<file path="src/rtl/instr_assembler_if.sv">
// Request/instruction-memory bus for instr_assembler: loader request fields
// on one side, instruction-memory write port and status on the other.
interface instr_assembler_if #(
    parameter int unsigned ADDR_W = 5
) ();
    logic              in_valid;
    logic              in_ready;
    logic [3:0]        mnem;
    logic [4:0]        rs;
    logic [4:0]        rt;
    logic [4:0]        rd;
    logic [15:0]       imm;
    logic [25:0]       target;
    logic              mem_we;
    logic [ADDR_W-1:0] mem_addr;
    logic [31:0]       mem_wdata;
    logic [ADDR_W:0]   count;
    logic              full;
    logic              err;

    modport master (
        output in_valid, mnem, rs, rt, rd, imm, target,
        input  in_ready, mem_we, mem_addr, mem_wdata, count, full, err
    );

    modport slave (
        input  in_valid, mnem, rs, rt, rd, imm, target,
        output in_ready, mem_we, mem_addr, mem_wdata, count, full, err
    );
endinterface

</file>
<file path="src/rtl/instr_assembler.sv">
// Sequential MIPS instruction encoder: captures one request per handshake,
// encodes it and writes it to instruction memory at an auto-incrementing address.
module instr_assembler #(
    parameter int unsigned ADDR_W = 5
) (
    input logic             clk,
    input logic             rst,
    input logic             clear,
    instr_assembler_if.slave bus
);
    localparam int unsigned CNT_W = ADDR_W + 1;
    localparam logic [ADDR_W-1:0] PTR_MAX = '1;
    localparam logic [CNT_W-1:0]  CNT_MAX = CNT_W'(1) << ADDR_W;

    typedef enum logic [1:0] {IDLE, ENC, WR, FULL} state_t;

    state_t            state_q, state_d;
    logic [ADDR_W-1:0] ptr_q, ptr_d;
    logic [CNT_W-1:0]  cnt_q, cnt_d;
    logic [31:0]       wdata_q, wdata_d;
    logic              err_d, err_q;
    logic              we_q, full_q, ready_q;
    logic              capture;

    logic [3:0]  mnem_q;
    logic [4:0]  rs_q, rt_q, rd_q;
    logic [15:0] imm_q;
    logic [25:0] target_q;

    logic [31:0] enc_word;
    logic        enc_legal;

    // Instruction encoder over the captured fields
    always_comb begin
        enc_word  = '0;
        enc_legal = 1'b1;
        case (mnem_q)
            4'd0:    enc_word = {6'b000000, rs_q, rt_q, rd_q, 5'b00000, 6'b100000};
            4'd1:    enc_word = {6'b000000, rs_q, rt_q, rd_q, 5'b00000, 6'b100010};
            4'd2:    enc_word = {6'b000000, rs_q, rt_q, rd_q, 5'b00000, 6'b100100};
            4'd3:    enc_word = {6'b000000, rs_q, rt_q, rd_q, 5'b00000, 6'b100101};
            4'd4:    enc_word = {6'b000000, rs_q, rt_q, rd_q, 5'b00000, 6'b100111};
            4'd5:    enc_word = {6'b000000, rs_q, rt_q, rd_q, 5'b00000, 6'b101010};
            4'd6:    enc_word = {6'b001000, rs_q, rt_q, imm_q};
            4'd7:    enc_word = {6'b100011, rs_q, rt_q, imm_q};
            4'd8:    enc_word = {6'b101011, rs_q, rt_q, imm_q};
            4'd9:    enc_word = {6'b000100, rs_q, rt_q, imm_q};
            4'd10:   enc_word = {6'b000010, target_q};
            default: enc_legal = 1'b0;
        endcase
    end

    // Next-state and datapath updates; clear overrides every other transition
    always_comb begin
        state_d = state_q;
        ptr_d   = ptr_q;
        cnt_d   = cnt_q;
        wdata_d = wdata_q;
        err_d   = 1'b0;
        capture = 1'b0;
        if (clear) begin
            state_d = IDLE;
            ptr_d   = '0;
            cnt_d   = '0;
        end else begin
            case (state_q)
                IDLE: begin
                    if (bus.in_valid) begin
                        capture = 1'b1;
                        state_d = ENC;
                    end
                end
                ENC: begin
                    if (enc_legal) begin
                        wdata_d = enc_word;
                        state_d = WR;
                    end else begin
                        err_d   = 1'b1;
                        state_d = IDLE;
                    end
                end
                WR: begin
                    ptr_d = ptr_q + ADDR_W'(1);
                    if (cnt_q != CNT_MAX) cnt_d = cnt_q + CNT_W'(1);
                    state_d = (ptr_q == PTR_MAX) ? FULL : IDLE;
                end
                FULL:    state_d = FULL;
                default: state_d = IDLE;
            endcase
        end
    end

    always_ff @(posedge clk) begin
        if (rst) state_q <= IDLE;
        else     state_q <= state_d;
    end

    // Registered outputs track the state being entered so they align with it
    always_ff @(posedge clk) begin
        if (rst) begin
            ptr_q   <= '0;
            cnt_q   <= '0;
            wdata_q <= '0;
            err_q   <= 1'b0;
            we_q    <= 1'b0;
            full_q  <= 1'b0;
            ready_q <= 1'b1;
        end else begin
            ptr_q   <= ptr_d;
            cnt_q   <= cnt_d;
            wdata_q <= wdata_d;
            err_q   <= err_d;
            we_q    <= (state_d == WR);
            full_q  <= (state_d == FULL);
            ready_q <= (state_d == IDLE);
        end
    end

    // Request field capture; fields need only be valid at the accept edge
    always_ff @(posedge clk) begin
        if (rst) begin
            mnem_q   <= '0;
            rs_q     <= '0;
            rt_q     <= '0;
            rd_q     <= '0;
            imm_q    <= '0;
            target_q <= '0;
        end else if (capture) begin
            mnem_q   <= bus.mnem;
            rs_q     <= bus.rs;
            rt_q     <= bus.rt;
            rd_q     <= bus.rd;
            imm_q    <= bus.imm;
            target_q <= bus.target;
        end
    end

    assign bus.in_ready  = ready_q;
    assign bus.mem_we    = we_q;
    assign bus.mem_addr  = ptr_q;
    assign bus.mem_wdata = wdata_q;
    assign bus.count     = cnt_q;
    assign bus.full      = full_q;
    assign bus.err       = err_q;
endmodule
</file>
<file path="src/flat_wrapper.sv">
// flat-port wrapper written by rule: the top's interface ports become plain ports
module instr_assembler_flat 
#(
    parameter int unsigned ADDR_W = 5
)
  (clk, rst, clear, bus_in_valid, bus_mnem, bus_rs, bus_rt, bus_rd, bus_imm, bus_target, bus_in_ready, bus_mem_we, bus_mem_addr, bus_mem_wdata, bus_count, bus_full, bus_err);
  instr_assembler_if #(.ADDR_W(ADDR_W)) bus_i ();
  input logic clk;
  input logic rst;
  input logic clear;
  input wire logic [$bits(bus_i.in_valid)-1:0] bus_in_valid;
  input wire logic [$bits(bus_i.mnem)-1:0] bus_mnem;
  input wire logic [$bits(bus_i.rs)-1:0] bus_rs;
  input wire logic [$bits(bus_i.rt)-1:0] bus_rt;
  input wire logic [$bits(bus_i.rd)-1:0] bus_rd;
  input wire logic [$bits(bus_i.imm)-1:0] bus_imm;
  input wire logic [$bits(bus_i.target)-1:0] bus_target;
  output wire logic [$bits(bus_i.in_ready)-1:0] bus_in_ready;
  output wire logic [$bits(bus_i.mem_we)-1:0] bus_mem_we;
  output wire logic [$bits(bus_i.mem_addr)-1:0] bus_mem_addr;
  output wire logic [$bits(bus_i.mem_wdata)-1:0] bus_mem_wdata;
  output wire logic [$bits(bus_i.count)-1:0] bus_count;
  output wire logic [$bits(bus_i.full)-1:0] bus_full;
  output wire logic [$bits(bus_i.err)-1:0] bus_err;
  assign bus_i.in_valid = bus_in_valid;
  assign bus_i.mnem = bus_mnem;
  assign bus_i.rs = bus_rs;
  assign bus_i.rt = bus_rt;
  assign bus_i.rd = bus_rd;
  assign bus_i.imm = bus_imm;
  assign bus_i.target = bus_target;
  assign bus_in_ready = bus_i.in_ready;
  assign bus_mem_we = bus_i.mem_we;
  assign bus_mem_addr = bus_i.mem_addr;
  assign bus_mem_wdata = bus_i.mem_wdata;
  assign bus_count = bus_i.count;
  assign bus_full = bus_i.full;
  assign bus_err = bus_i.err;
  instr_assembler #(.ADDR_W(ADDR_W)) u_core (.clk(clk), .rst(rst), .clear(clear), .bus(bus_i));
endmodule
</file>
<file path="config.mk">
export PLATFORM = sky130hd
export DESIGN_NAME = instr_assembler_flat
export DESIGN_NICKNAME = d
export VERILOG_FILES = /design/src/rtl/instr_assembler_if.sv /design/src/rtl/instr_assembler.sv /design/src/flat_wrapper.sv
export SDC_FILE = /design/constraint.sdc
export NUM_CORES = 1
export LEC_CHECK = 0
export CORE_ASPECT_RATIO = 1.25
export CORE_MARGIN = 8
export CORE_UTILIZATION = 38
export CTS_CLUSTER_SIZE = 25
export DETAILED_ROUTE_END_ITERATION = 7
export GPL_TIMING_DRIVEN = 0
export PLACE_DENSITY = 0.63
export RECOVER_POWER = 50
export SLEW_MARGIN = 25
export SYNTH_ARGS = -nofsm -noshare
export SYNTH_HDL_FRONTEND = slang
export SYNTH_SLANG_ARGS = --single-unit
</file>
<file path="constraint.sdc">
create_clock -name clk -period 2.45 [get_ports clk]
set_clock_uncertainty 0.1 [all_clocks]
set_input_delay 0.49 -clock clk [delete_from_list [all_inputs] [get_ports clk]]
set_output_delay 0.49 -clock clk [all_outputs]
set_load 0.1 [all_outputs]
</file>
* Word level (Yosys, flattened, before mapping)
Index checks and enable logic that the tools add are counted.
** Storage, ports and cells
- Register bits after elaboration :: 110
- Input port bits :: 65
- Output and inout port bits :: 47
- Logic and storage cells :: 54
** Operators by class
- $add $sub $neg :: 2
- Eq/ne operators :: 17
- Mux-type cells :: 11
- Bitwise logic cells :: 2
- Reduce and logical (&&, ||, !) cells :: 8
** Operator list (count)
- 32-bit case mux with 11 select lines :: 1
- 4-bit by 3-bit equality test with 1-bit output (second input constant) :: 4
- 4-bit equality test (second input constant) :: 3
- 11-bit OR reduction :: 1
- 2-bit equality test (second input constant) :: 4
- 4-bit by 2-bit equality test with 1-bit output (second input constant) :: 2
- 2-bit two-way mux :: 4
- 2-bit case mux with 4 select lines :: 1
- 6-bit by 1-bit adder with 6-bit output (second input constant) :: 1
- 6-bit inequality test (second input constant) :: 1
- 5-bit by 1-bit adder with 5-bit output (second input constant) :: 1
- 5-bit equality test (second input constant) :: 1
- 1-bit two-way mux :: 5
- 4-bit by 1-bit equality test with 1-bit output (second input constant) :: 1
- 2-bit logical NOT :: 2
- 4-bit logical NOT :: 1
- 3-bit AND reduction :: 1
- 3-bit OR reduction :: 1
- 2-bit by 1-bit equality test with 1-bit output (second input constant) :: 1
- 1-bit inverter :: 2
- 2-bit AND reduction :: 1
- 2-bit OR reduction :: 1

* Longest topological paths before layout
Gate-level depths: netlist of run 1.
- Depth after elaboration :: 7
- Depth in mapped cells :: 7
- Gate-level depth less buffers :: 6

* Least setup slack after synthesis of run 1
No wires, ideal clock.
- Path kind :: register to register
- From :: register u_core.cnt_q[0], in the netlist u_core.bus.count[0]
- To :: register u_core.cnt_q[2], in the netlist u_core.bus.count[2]
- Arrival time :: 2.033 ns
- Path slack :: 0.201 ns
- Cell stages (with the launch flop) :: 7
- Buffers on the path :: 0
- Path through :: dfxtp_1 > inv_1 > ha_1 > nor4b_1 > a21boi_2 > a211oi_1 > a31o_2
** On the way
- Cells in the longest elaborated chain, start to end :: 2
- Elaborated cells between the ends (all ways) :: 3
** RTL lines
- from (decl) :: line instr_assembler.sv:19 : logic [CNT_W-1:0] cnt_q, cnt_d;
- from (signal assigned) :: line instr_assembler.sv:110 : cnt_q <= cnt_d;
- parallel branches: the longest is 2 deep, another holds 6-bit by 1-bit adder with 6-bit output
Parallel ways; which one is timed is not known.
A chain may end at the register's enable or synchronous reset.

* Final worst setup path of run 1
- From :: register u_core.wdata_q[7], in the netlist u_core.bus.mem_wdata[7]
- To :: output bus_mem_wdata[7]
** RTL lines
- from (decl) :: line instr_assembler.sv:20 : logic [31:0] wdata_q, wdata_d;
- from (signal assigned) :: line instr_assembler.sv:111 : wdata_q <= wdata_d;
- to (decl) :: line flat_wrapper.sv:21 : output wire logic [$bits(bus_i.mem_wdata)-1:0] bus_mem_wdata;
No word-level cell between the ends.

==> results by group, run 1 <==
Die
  – Core Area: 11000 um2
  – Initial Utilization: 38.4%
  – Die H: 134 um
  – Die area: 14700 um2
  – Row cnt: 43
  – Io pins: 112
  – Die width: 110 um

Drt
  – 1st-pass router iterations: 6
  – Via/cell ratio: 5.17
  – Final ANT Viol Nets: 0
  – Drt drc: 0
  – WL/cell: 16.6 um
  – Final WL: 12700 um
  – Vias: 3968
  – Drt initial violations: 216

Setup path
  – CP max FO: 2
  – Worst EP arrival: 1.83 ns
  – CP cell instances: clkdlybuf4s50_1
  – Reg2reg end: u_core.bus.mem_wdata[20]
  – CP max stage delay: 1.14 ns
  – Worst R2R Setup Slack: 0.38 ns
  – Reg2Reg Depth: 5
  – Startpoint Class: register
  – Crit. path cell count: 1
  – Critical Setup Path Class: reg2out
  – Worst EP required: 1.86 ns
  – R2R Path Start: u_core.state_q[0]
  – Worst path slowest cell: clkdlybuf4s50_1
  – Buf/Inv on CP: 1
  – Setup crit end kind: primary output
  – Crit path max-delay family: buffers and inverters

Synthesis
  – Post-synth EDFFs: 0
  – Syn_nets: 578
  – FFs w/ async S/R, synth: 0%
  – Area share of the largest cell type after synthesis: 51.3%
  – Gate Count Post-Synth: 509
  – Most used DFF post-synth: dfxtp_1
  – Register area share after synthesis: 51.3%
  – FF+latch count, synth: 108
  – Area leader, netlist: dfxtp_1
  – Mapped Area: 4220 um2
  – Post-synth cell types: 44
  – Largest cells by area after synthesis: dfxtp_1 (51%), nand2_1 (11%), a21oi_1 (8.5%)
  – Syn. warnings: 0
  – Syn avg cell area: 8.28 um2

Timing
  – Fmax: 413 MHz
  – Setup_tns: 0 ns
  – Final setup vio count: 0
  – Slew Viols, Final: 0
  – Final hold violation count: 0
  – Min setup slack post-route: 0.0295 ns
  – Relative slew slack: 20.9%
  – Hold Slack: 0.358 ns
  – Fin crit share: 98.8%
  – Worst-Margin Slew: 1.19 ns
  – RSZ-0062 raised after global routing: false
  – Final Critical Period: 2.42 ns

Place
  – Placed cell count: 753
  – Detail Placement HPWL: 9680 um
  – IO Port Bufs: 109
  – Area post-placement: 5480 um2
  – Post-place setup slack: -0.0953 ns
  – RePlAce Congestion: 0.880

Power
  – Max VDD drop: 0.278 mV
  – Leak pwr: 2.07 nW
  – Cell Pwr Density: 655 nW/um2
  – Power consumption: 3.68 mW

Global route
  – First-pass GRT wire length: 19600 um
  – Total GRT Usage: 17.2%
  – Grt ovf: 0
  – Vias in the first global route: 3952
  – Largest net degree at the start of global routing: 17
  – Initial antenna violation count: 0

Clock network
  – Hold-fix buffers at CTS: 0
  – H-tree depth: 3
  – CTS root buf: clkbuf_16
  – CTS tree: done
  – Clk sinks: 108
  – Worst-Skew Late Latency: 0.34 ns
  – Clock Path Buffers: 2
  – Clk slew on worst S/H paths: 0.07 ns
  – Total CTS buffers: 9
  – Setup bufs post-CTS: 0

Final layout
  – Share of cells above drive strength 1: 5.38%
  – Final Util: 51.3%
  – Antenna fix cells: 0
  – Final instance area: 5630 um2
  – Final net count: 698
  – Fin cells: 767
  – P&R area growth vs syn: 33.5%

Worst hold path
  – Hold Path Cell Cnt: 2
  – Hold Path Sink: u_core.target_q[11]
  – Min-delay src: u_core.target_q[11]
  – Worst hold path class: reg2reg

Flow run
  – Max Cap Viol: 0

Run status
  – Status: completed
==> kinds of logic after synthesis <==
family / share of synthesized area (%)
DFF: 51.3
other: 0.0890
xor gates and xnor gates: 1.45
and+or+nand+nor: 22.3
muxes: 0.712
AOI/OAI and AO/OA: 18.0
buffers and inverters: 4.90
adders and majority gates: 1.19
==> worst register-to-register path, stage by stage (launching register included) <==
cell	delay [ns]
dfxtp_1	0.39
nor3b_1	0.58
o21ai_2	0.22
buf_2	0.28
a221oi_1	0.28
nor3_1	0.08
==> metal layers <==
| layer | up-vias | part of all wire (%) | wire, um | track usage [%] |
|---|---|---|---|---|
| li1 | 1972 | - | - | - |
| met1 | 1870 | 41 | 5220 | 19.7 |
| met2 | 107 | 51 | 6510 | 29.5 |
| met3 | 19 | 5.7 | 732 | 3.82 |
| met4 | 0 | 2.1 | 271 | 7.50 |
| met5 | - | 0 | 0 | 0 |
==> synthesized netlist by cell type (4+ instances only) <==
| cell type | number |
|---|---|
| ha_1 | 4 |
| dfxtp_1 | 108 |
| a211oi_1 | 8 |
| a21oi_1 | 72 |
| nand2_1 | 128 |
| nor3_1 | 21 |
| buf_4 | 5 |
| buf_2 | 9 |
| inv_1 | 5 |
| nor2_1 | 44 |
| nand2b_1 | 5 |
| clkbuf_1 | 27 |
| xor2_1 | 5 |
| a222oi_1 | 5 |
| a221oi_1 | 16 |
==> what timing repair did <==
action / 4_1_cts / 5_1_grt
hold endpoints to repair: 0 / 0
endpoints found under the setup margin: 20 / 12
resized for setup: 20 / 12
==> worst max path at each step <==
stage	start	end	slack, ns
6_report	u_core.bus.mem_wdata[7]	bus_mem_wdata[7]	0.03
5_1_grt	u_core.bus.mem_wdata[20]	bus_mem_wdata[20]	0.001
4_1_cts	u_core.bus.mem_wdata[17]	bus_mem_wdata[17]	0.0001
3_5_place_dp	clear	u_core.target_q[19]	-0.1
3_3_place_gp	clear	u_core.target_q[19]	-0.03
2_1_floorplan	u_core.bus.count[0]	u_core.bus.count[2]	0.20
==> final cells by class <==
cell class	instances	area, um2
clock inverters	3	23.8
fillers	1115	5350
plain buffers	41	183
repair buffers	109	986
multi-input cells	354	1840
clock buffers	11	243
well taps	135	169
flip-flops and latches	108	2160
inverters	6	22.5
==> cell usage in the layout, fill, tap and decap left out, types with 2 or more instances in the layout <==
cell,netlist,layout
a222oi_1,5,5
xnor2_1,2,2
a211oi_1,8,8
a21oi_1,72,72
clkbuf_16,0,9
nand2b_1,5,5
and3_1,3,3
nor2b_1,2,2
o21a_1,3,3
nand3_1,3,3
nor3_1,21,21
buf_4,5,5
clkbuf_1,27,42
nand4_1,3,3
dlygate4sd2_1,0,19
dfxtp_1,108,108
clkdlybuf4s50_1,0,77
clkbuf_2,0,2
nand3b_1,2,2
a221oi_1,16,16
o211ai_1,2,2
nand2_1,128,128
inv_1,5,5
a311oi_1,2,2
buf_2,9,6
mux2i_1,3,3
o21ai_0,3,3
clkinvlp_4,0,2
nor2_1,44,44
xor2_1,5,5
ha_1,4,4
==> sequential cells by signal, indices dropped and copies added (netlist names), 5 cells and up <==
register / count
u_core.bus.mem_wdata: 30
u_core.rt_q: 5
u_core.imm_q: 16
u_core.bus.mem_addr: 5
u_core.target_q: 26
u_core.bus.count: 6
u_core.rd_q: 5
u_core.rs_q: 5
==> power by group <==
group          total, mW  switching [mW]  internal [mW]
logic              0.495           0.317          0.178
clock network       1.33           0.618          0.710
registers           1.86          0.0409           1.82
Note: power is estimated with default switching activity, not from simulation.
==> run 2: changes to the inputs <==
--- a/config.mk
+++ b/config.mk
@@ -5,13 +5,14 @@
 export SDC_FILE = /design/constraint.sdc
 export NUM_CORES = 1
 export LEC_CHECK = 0
+export ABC_AREA = 1
 export CORE_ASPECT_RATIO = 1.25
 export CORE_MARGIN = 8
 export CORE_UTILIZATION = 38
 export CTS_CLUSTER_SIZE = 25
 export DETAILED_ROUTE_END_ITERATION = 7
 export GPL_TIMING_DRIVEN = 0
-export PLACE_DENSITY = 0.63
+export PLACE_DENSITY = 0.62
 export RECOVER_POWER = 50
 export SLEW_MARGIN = 25
 export SYNTH_ARGS = -nofsm -noshare
==> run 2 against run 1 <==
- worst setup slack better by 0.0061 ns
- maximum frequency is 0.25% higher
- design area is 4.0% higher
- synthesized area is 5.5% higher
- cell count is 15% higher
- wire length is 0.56% higher
- core utilization is 0.38 points lower
- synthesized cell count is 21% higher
- count of clock-buffer cells in the layout is 2 lower
- sequential power hardly changed
- power is 9.7% higher
- largest power group unchanged
==> results by group, run 2 <==
Drt
  – Drt drc: 0 (unchanged)
  – Vias: 4316 (+8.8%)
  – Final ANT Viol Nets: 0 (unchanged)
  – Drt initial violations: 200 (-7.4%)
  – 1st-pass router iterations: 5 (-1)
  – Final WL: 12800 um (+0.56%)
  – Via/cell ratio: 4.90 (-5.2%)
  – WL/cell: 14.6 um (-12%)

Setup path
  – Crit path max-delay family: buffers and inverters
  – Setup crit end kind: primary output
  – Reg2Reg Depth: 9 (+4)
  – Critical Setup Path Class: reg2out
  – Worst path slowest cell: clkdlybuf4s50_1
  – Worst EP required: 1.86 ns (about the same)
  – Buf/Inv on CP: 1 (unchanged)
  – CP max FO: 2 (unchanged)
  – CP cell instances: clkdlybuf4s50_1
  – Reg2reg end: u_core.bus.mem_wdata[12]
  – CP max stage delay: 1.14 ns (about the same)
  – Startpoint Class: register
  – Worst EP arrival: 1.82 ns (about the same)
  – R2R Path Start: u_core.mnem_q[1]
  – Worst R2R Setup Slack: 0.30 ns (-0.08 ns)

Synthesis
  – Most used DFF post-synth: dfxtp_1
  – FFs w/ async S/R, synth: 0% (unchanged)
  – Syn_nets: 686 (+19%)
  – Post-synth cell types: 29 (-34%)
  – Area leader, netlist: dfxtp_1
  – Largest cells by area after synthesis: dfxtp_1 (49%), o21ai_0 (11%), nor2_1 (10%)
  – Syn avg cell area: 7.21 um2 (-13%)
  – Gate Count Post-Synth: 617 (+21%)
  – Register area share after synthesis: 48.6% (-2.7 points)
  – Syn. warnings: 0 (unchanged)
  – Post-synth top cells: nor2_1 (124), dfxtp_1 (108), o21ai_0 (99), nand2_1 (88), a21oi_1 (65)
  – FF+latch count, synth: 108 (unchanged)
  – Post-synth EDFFs: 0 (unchanged)
  – Mapped Area: 4450 um2 (+5.5%)
  – Most common cell in the netlist: nor2_1
  – Area share of the largest cell type after synthesis: 48.6% (-2.7 points)

Die
  – Die H: 137 um (+2.4%)
  – Die area: 15400 um2 (+4.8%)
  – Die width: 113 um (+2.3%)
  – Core Area: 11500 um2 (+4.8%)
  – Io pins: 112 (unchanged)
  – Initial Utilization: 38.6% (+0.24 points)
  – Row cnt: 44 (+2.3%)

Worst hold path
  – Hold Path Sink: u_core.bus.mem_wdata[28]
  – Worst hold path class: in2reg
  – Hold Path Cell Cnt: 2 (unchanged)
  – Min-delay src: rst

Timing
  – Final setup vio count: 0 (unchanged)
  – RSZ-0062 raised after global routing: false
  – Relative slew slack: 20.1% (-0.85 points)
  – Fin crit share: 98.5% (-0.25 points)
  – Final hold violation count: 0 (unchanged)
  – Worst-Margin Slew: 1.20 ns (+0.0129 ns)
  – Fmax: 414 MHz (+0.25%)
  – Final Critical Period: 2.41 ns (-0.00612 ns)
  – Min setup slack post-route: 0.0356 ns (+0.00612 ns)
  – Slew Viols, Final: 0 (unchanged)

Clock network
  – Setup bufs post-CTS: 0 (unchanged)
  – Clock Path Buffers: 2 (unchanged)
  – CTS tree: done
  – H-tree depth: 3 (unchanged)
  – Worst-Skew Late Latency: 0.35 ns (about the same)
  – Clk sinks: 108 (unchanged)
  – CTS root buf: clkbuf_16
  – Clk slew on worst S/H paths: 0.07 ns (about the same)
  – Total CTS buffers: 9 (unchanged)

Final layout
  – Fin cells: 880 (+15%)
  – Final net count: 806 (+15%)
  – Max reg flops: 30 (unchanged)
  – Multi-input logic area: 1870 um2 (+1.9%)
  – Fillcell total: 1193 (+7.0%)
  – P&R area growth vs syn: 31.7%
  – Antenna fix cells: 0 (unchanged)
  – Register area: 2160 um2 (unchanged)
  – Most frequent cells in the layout: nor2_1 (124), dfxtp_1 (108), o21ai_0 (100), nand2_1 (90), clkdlybuf4s50_1 (73)
  – Share of cells above drive strength 1: 5.12% (-0.26 points)
  – Most common cell after layout, fill and taps aside: nor2_1
  – Final Util: 50.9% (-0.38 points)

Power
  – Clock network power share: 38.7% (+2.7 points)
  – Leak pwr: 2.38 nW (+15%)
  – Max VDD drop: 0.412 mV (+48%)
  – Net Switching: 1.09 mW (+12%)
  – Cell Pwr Density: 690 nW/um2 (+5.4%)
  – Sw Ratio: 27.0% (+0.53 points)
  – Comb power frac: 14.5% (+1.1 points)
  – P_int: 2.95 mW (+8.9%)
  – Sequential power share: 46.8% (-3.7 points)

Global route
  – Largest net degree at the start of global routing: 19 (+2)
  – Vias in the first global route: 4307 (+9.0%)
  – Total GRT Usage: 16.8% (-0.46 points)
  – First-pass GRT wire length: 20600 um (+5.2%)
  – Initial antenna violation count: 0 (unchanged)
  – Grt ovf: 0 (unchanged)

Flow run
  – Max Cap Viol: 0 (unchanged)

Place
  – Post-place setup slack: -0.0516 ns (+0.0436 ns)
  – RePlAce Congestion: 0.834 (-5.3%)
  – Detail Placement HPWL: 9830 um (+1.5%)
  – IO Port Bufs: 109 (unchanged)
  – Placed cell count: 864 (+15%)

Run status
  – Status: completed
## run 2: cell types whose count changed after synthesis, moves of 7 or more
cell | previous run | this run
inv_1 | 5 | 56
clkbuf_1 | 27 | 16
o21ai_0 | 3 | 99
nor2_1 | 44 | 124
nand2_1 | 128 | 88
nand3_1 | 3 | 11
a211oi_1 | 8 | 0
a221oi_1 | 16 | 0
nor3_1 | 21 | 5
a21oi_1 | 72 | 65
## run 2: worst max-delay path by stage
stage                                   from                  end  slack, ns  cells after the start
floorplan                u_core.bus.count[0]  u_core.bus.count[3]       0.28                      8
global placement                       clear  u_core.target_q[14]      -0.05                      6
detailed placement                     clear  u_core.target_q[14]      -0.05                      6
CTS                 u_core.bus.mem_wdata[10]    bus_mem_wdata[10]      0.005                      1
global route        u_core.bus.mem_wdata[17]    bus_mem_wdata[17]     0.0005                      1
finish              u_core.bus.mem_wdata[17]    bus_mem_wdata[17]       0.04                      1
## run 2: area by class of cell
type,instances,share of cell area [%]
clock buffers,9,3.85
plain buffers,35,2.91
inverters,59,3.78
well taps,138,2.95
flip-flops and latches,108,36.9
repair buffers,109,15.9
clock inverters,7,1.67
multi-input cells,415,32.0
## run 2: power by group through the flow
| stage | clock, mW | sequential [mW] | combinational, mW |
|---|---|---|---|
| 6_report | 1.56 | 1.89 | 0.586 |
| 5_1_grt | 1.67 | 1.90 | 0.643 |
| 4_1_cts | 1.59 | 1.89 | 0.607 |
| 3_5_place_dp | 0 | 1.93 | 0.605 |
| 3_3_place_gp | 0 | 1.93 | 0.597 |
| 2_1_floorplan | 0 | 2.05 | 0.256 |
## run 2: logic make-up (layout without fill, tap and decap cells)
logic type               Yosys count  after routing  share of synthesized area [%]
flip-flops                       108            108                           48.6
XOR/XNOR                           1              1                          0.197
AO/OA/AOI/OAI                    168            168                           19.0
buffers and inverters             94            219                           9.03
AND/OR/NAND/NOR                  241            241                           21.9
adder cells (fa/ha/maj)            4              4                           1.13
other                              1              1                         0.0843
## run 2: timing repair
item | 4_1_cts | 5_1_grt
hold buffers | 0 | 0
endpoints found under the setup margin | 12 | 23
gates resized for setup | 12 | 23
## run 2: per-stage QoR
step	power, mW	setup TNS, ns	instance area [um2]	hold slack (ns)
after floorplan	2.31	0	4450	0.324
after global placement	2.52	-0.119	5710	0.335
after detailed placement	2.54	-0.169	5710	0.340
after CTS	4.09	0	6020	0.337
after global routing	4.21	0	5850	0.355
final	4.04	0	5850	0.337
## run 2: metal layers
metal  track usage [%]  wire [um]  up-vias
met5                 0          0        -
li1                  -          -     2208
met2              30.5       6430      119
met4              7.96        263        0
met1              18.5       5390     1974
met3              3.09        725       15
==> run 3: changes to the inputs <==
--- a/config.mk
+++ b/config.mk
@@ -7,11 +7,12 @@
 export LEC_CHECK = 0
 export ABC_AREA = 1
 export CORE_ASPECT_RATIO = 1.25
-export CORE_MARGIN = 8
+export CORE_MARGIN = 2
 export CORE_UTILIZATION = 38
 export CTS_CLUSTER_SIZE = 25
 export DETAILED_ROUTE_END_ITERATION = 7
 export GPL_TIMING_DRIVEN = 0
+export MAX_ROUTING_LAYER = met4
 export PLACE_DENSITY = 0.62
 export RECOVER_POWER = 50
 export SLEW_MARGIN = 25
==> run 3 against run 2 <==
- largest cell class unchanged
- sequential power is essentially flat
- global-route usage grew 3.3 points
- via count shrank 1.9%
- combinational power is essentially flat
- sequential cell count is the same
- first-iteration DRC count grew 14%
- critical path type unchanged
- wire length shrank 7.1%
==> results by group, run 3 (synthesis gave the netlist of run 2 again) <==
Place
  – Detail Placement HPWL: 9070 um (-7.8%)
  – Post-place setup slack: -0.0994 ns (-0.0478 ns)
  – Placed cell count: 864 (unchanged)
  – IO Port Bufs: 109 (unchanged)
  – RePlAce Congestion: 0.871 (+4.5%)

Setup path
  – Worst EP required: 1.86 ns (about the same)
  – CP cell instances: clkdlybuf4s50_1
  – Crit path max-delay family: buffers and inverters
  – Worst path slowest cell: clkdlybuf4s50_1
  – Startpoint Class: register
  – Buf/Inv on CP: 1 (unchanged)
  – CP max FO: 2 (unchanged)
  – CP max stage delay: 1.15 ns (about the same)
  – Critical Setup Path Class: reg2out
  – Worst EP arrival: 1.84 ns (+0.02 ns)
  – Setup crit end kind: primary output
  – R2R Path Start: u_core.mnem_q[3]
  – Crit path from: u_core.bus.mem_wdata[5]

Clock network
  – Clk sinks: 108 (unchanged)
  – Setup bufs post-CTS: 0 (unchanged)
  – Worst-Skew Late Latency: 0.35 ns (about the same)
  – CTS root buf: clkbuf_16
  – H-tree depth: 3 (unchanged)
  – Total CTS buffers: 9 (unchanged)
  – Post_cts resized: 10 (-2)
  – Hold-fix buffers at CTS: 0 (unchanged)
  – CTS tree: done
  – Clk slew on worst S/H paths: 0.07 ns (about the same)
  – Clock Path Buffers: 2 (unchanged)

Final layout
  – Multi-input logic area: 1870 um2 (-0.40%)
  – Most common cell after layout, fill and taps aside: nor2_1
  – Max reg flops: 30 (unchanged)
  – P&R area growth vs syn: 32.0%
  – Share of cells above drive strength 1: 4.85% (-0.27 points)
  – Fin cells: 880 (unchanged)
  – Antenna fix cells: 0 (unchanged)
  – Register area: 2160 um2 (unchanged)
  – Final net count: 806 (unchanged)
  – Most frequent cells in the layout: nor2_1 (124), dfxtp_1 (108), o21ai_0 (100), nand2_1 (91), clkdlybuf4s50_1 (84)
  – Fillcell total: 1170 (-1.9%)

Drt
  – Final WL: 11900 um (-7.1%)
  – 1st-pass router iterations: 5 (unchanged)
  – DRT met1 WL: 5030 um (-6.6%)
  – Drt initial violations: 228 (+14%)
  – Vias: 4236 (-1.9%)
  – Met2 routed WL: 6030 um (-6.1%)
  – DR WL met3: 619 um (-15%)
  – Final ANT Viol Nets: 0 (unchanged)
  – Drt drc: 0 (unchanged)
  – WL/cell: 13.5 um (-7.1%)
  – Highest metal used: met4
  – Via/cell ratio: 4.81 (-1.9%)

Power
  – Leak pwr: 2.36 nW (-0.57%)
  – Max VDD drop: 0.325 mV (-21%)
  – Cell Pwr Density: 673 nW/um2 (-2.4%)
  – Power consumption: 3.95 mW (-2.2%)

Die
  – Die width: 101 um (-11%)
  – Die area: 12600 um2 (-18%)
  – Initial Utilization: 38.6% (unchanged)
  – Io pins: 112 (unchanged)
  – Row cnt: 44 (unchanged)
  – Die H: 125 um (-8.8%)
  – Core Area: 11500 um2 (unchanged)

Timing
  – Final Critical Period: 2.43 ns (+0.0125 ns)
  – Fin crit share: 99.1% (+0.51 points)
  – Hold Slack: 0.342 ns (+0.00500 ns)
  – RSZ-0062 raised after global routing: false
  – Final hold violation count: 0 (unchanged)
  – Min setup slack post-route: 0.0231 ns (-0.0125 ns)
  – Fmax: 412 MHz (-0.51%)
  – Worst-Margin Slew: 1.20 ns (-0.00711 ns)
  – Slew Viols, Final: 0 (unchanged)
  – Relative slew slack: 20.5% (+0.47 points)
  – Final setup vio count: 0 (unchanged)

Run status
  – Status: completed

Global route
  – Largest net degree at the start of global routing: 18 (-1)
  – Initial antenna violation count: 0 (unchanged)
  – Grt ovf: 0 (unchanged)
  – First-pass GRT wire length: 19400 um (-6.1%)
  – Vias in the first global route: 4065 (-5.6%)
  – Total GRT Usage: 20.0% (+3.3 points)

Flow run
  – Max Cap Viol: 0 (unchanged)

Worst hold path
  – Worst hold path class: in2reg
  – Min-delay src: rst
==> run 3: path summary, 6_finish.rpt <==
check                              to  slack, ns  cells after the start
max                  bus_mem_wdata[5]       0.02                      1
min          u_core.bus.mem_wdata[28]       0.34                      2
max reg2reg  u_core.bus.mem_wdata[12]       0.26                      9
min reg2reg       u_core.target_q[22]       0.35                      2
==> run 3: area by class of cell <==
cell class	count	share of cell area, %
buffer	35	2.90
clock inverter	5	1.02
sequential	108	36.8
inverter	59	3.77
timing repair buffer	109	16.6
clock buffer	11	4.14
multi-input combinational	415	31.8
tap	138	2.94
==> run 3: power breakdown <==
| group | internal (mW) | switching (mW) |
|---|---|---|
| Combinational | 0.210 | 0.379 |
| Clock | 0.825 | 0.649 |
| Sequential | 1.84 | 0.0456 |
==> run 3: metal layers <==
layer,vias up,GRT usage [%]
li1,2213,-
met1,1895,23.5
met2,111,34.8
met3,17,2.12
met4,0,7.49
met5,-,-
==> run 3: per-stage QoR <==
stage                     util [%]  setup TNS, ns  area, um2
after floorplan                  -              0       4450
after global placement        49.6        -0.0454       5710
after detailed placement      49.6          -2.08       5710
after CTS                     52.2              0       6000
after global routing          51.0              0       5870
final                         51.0              0       5870
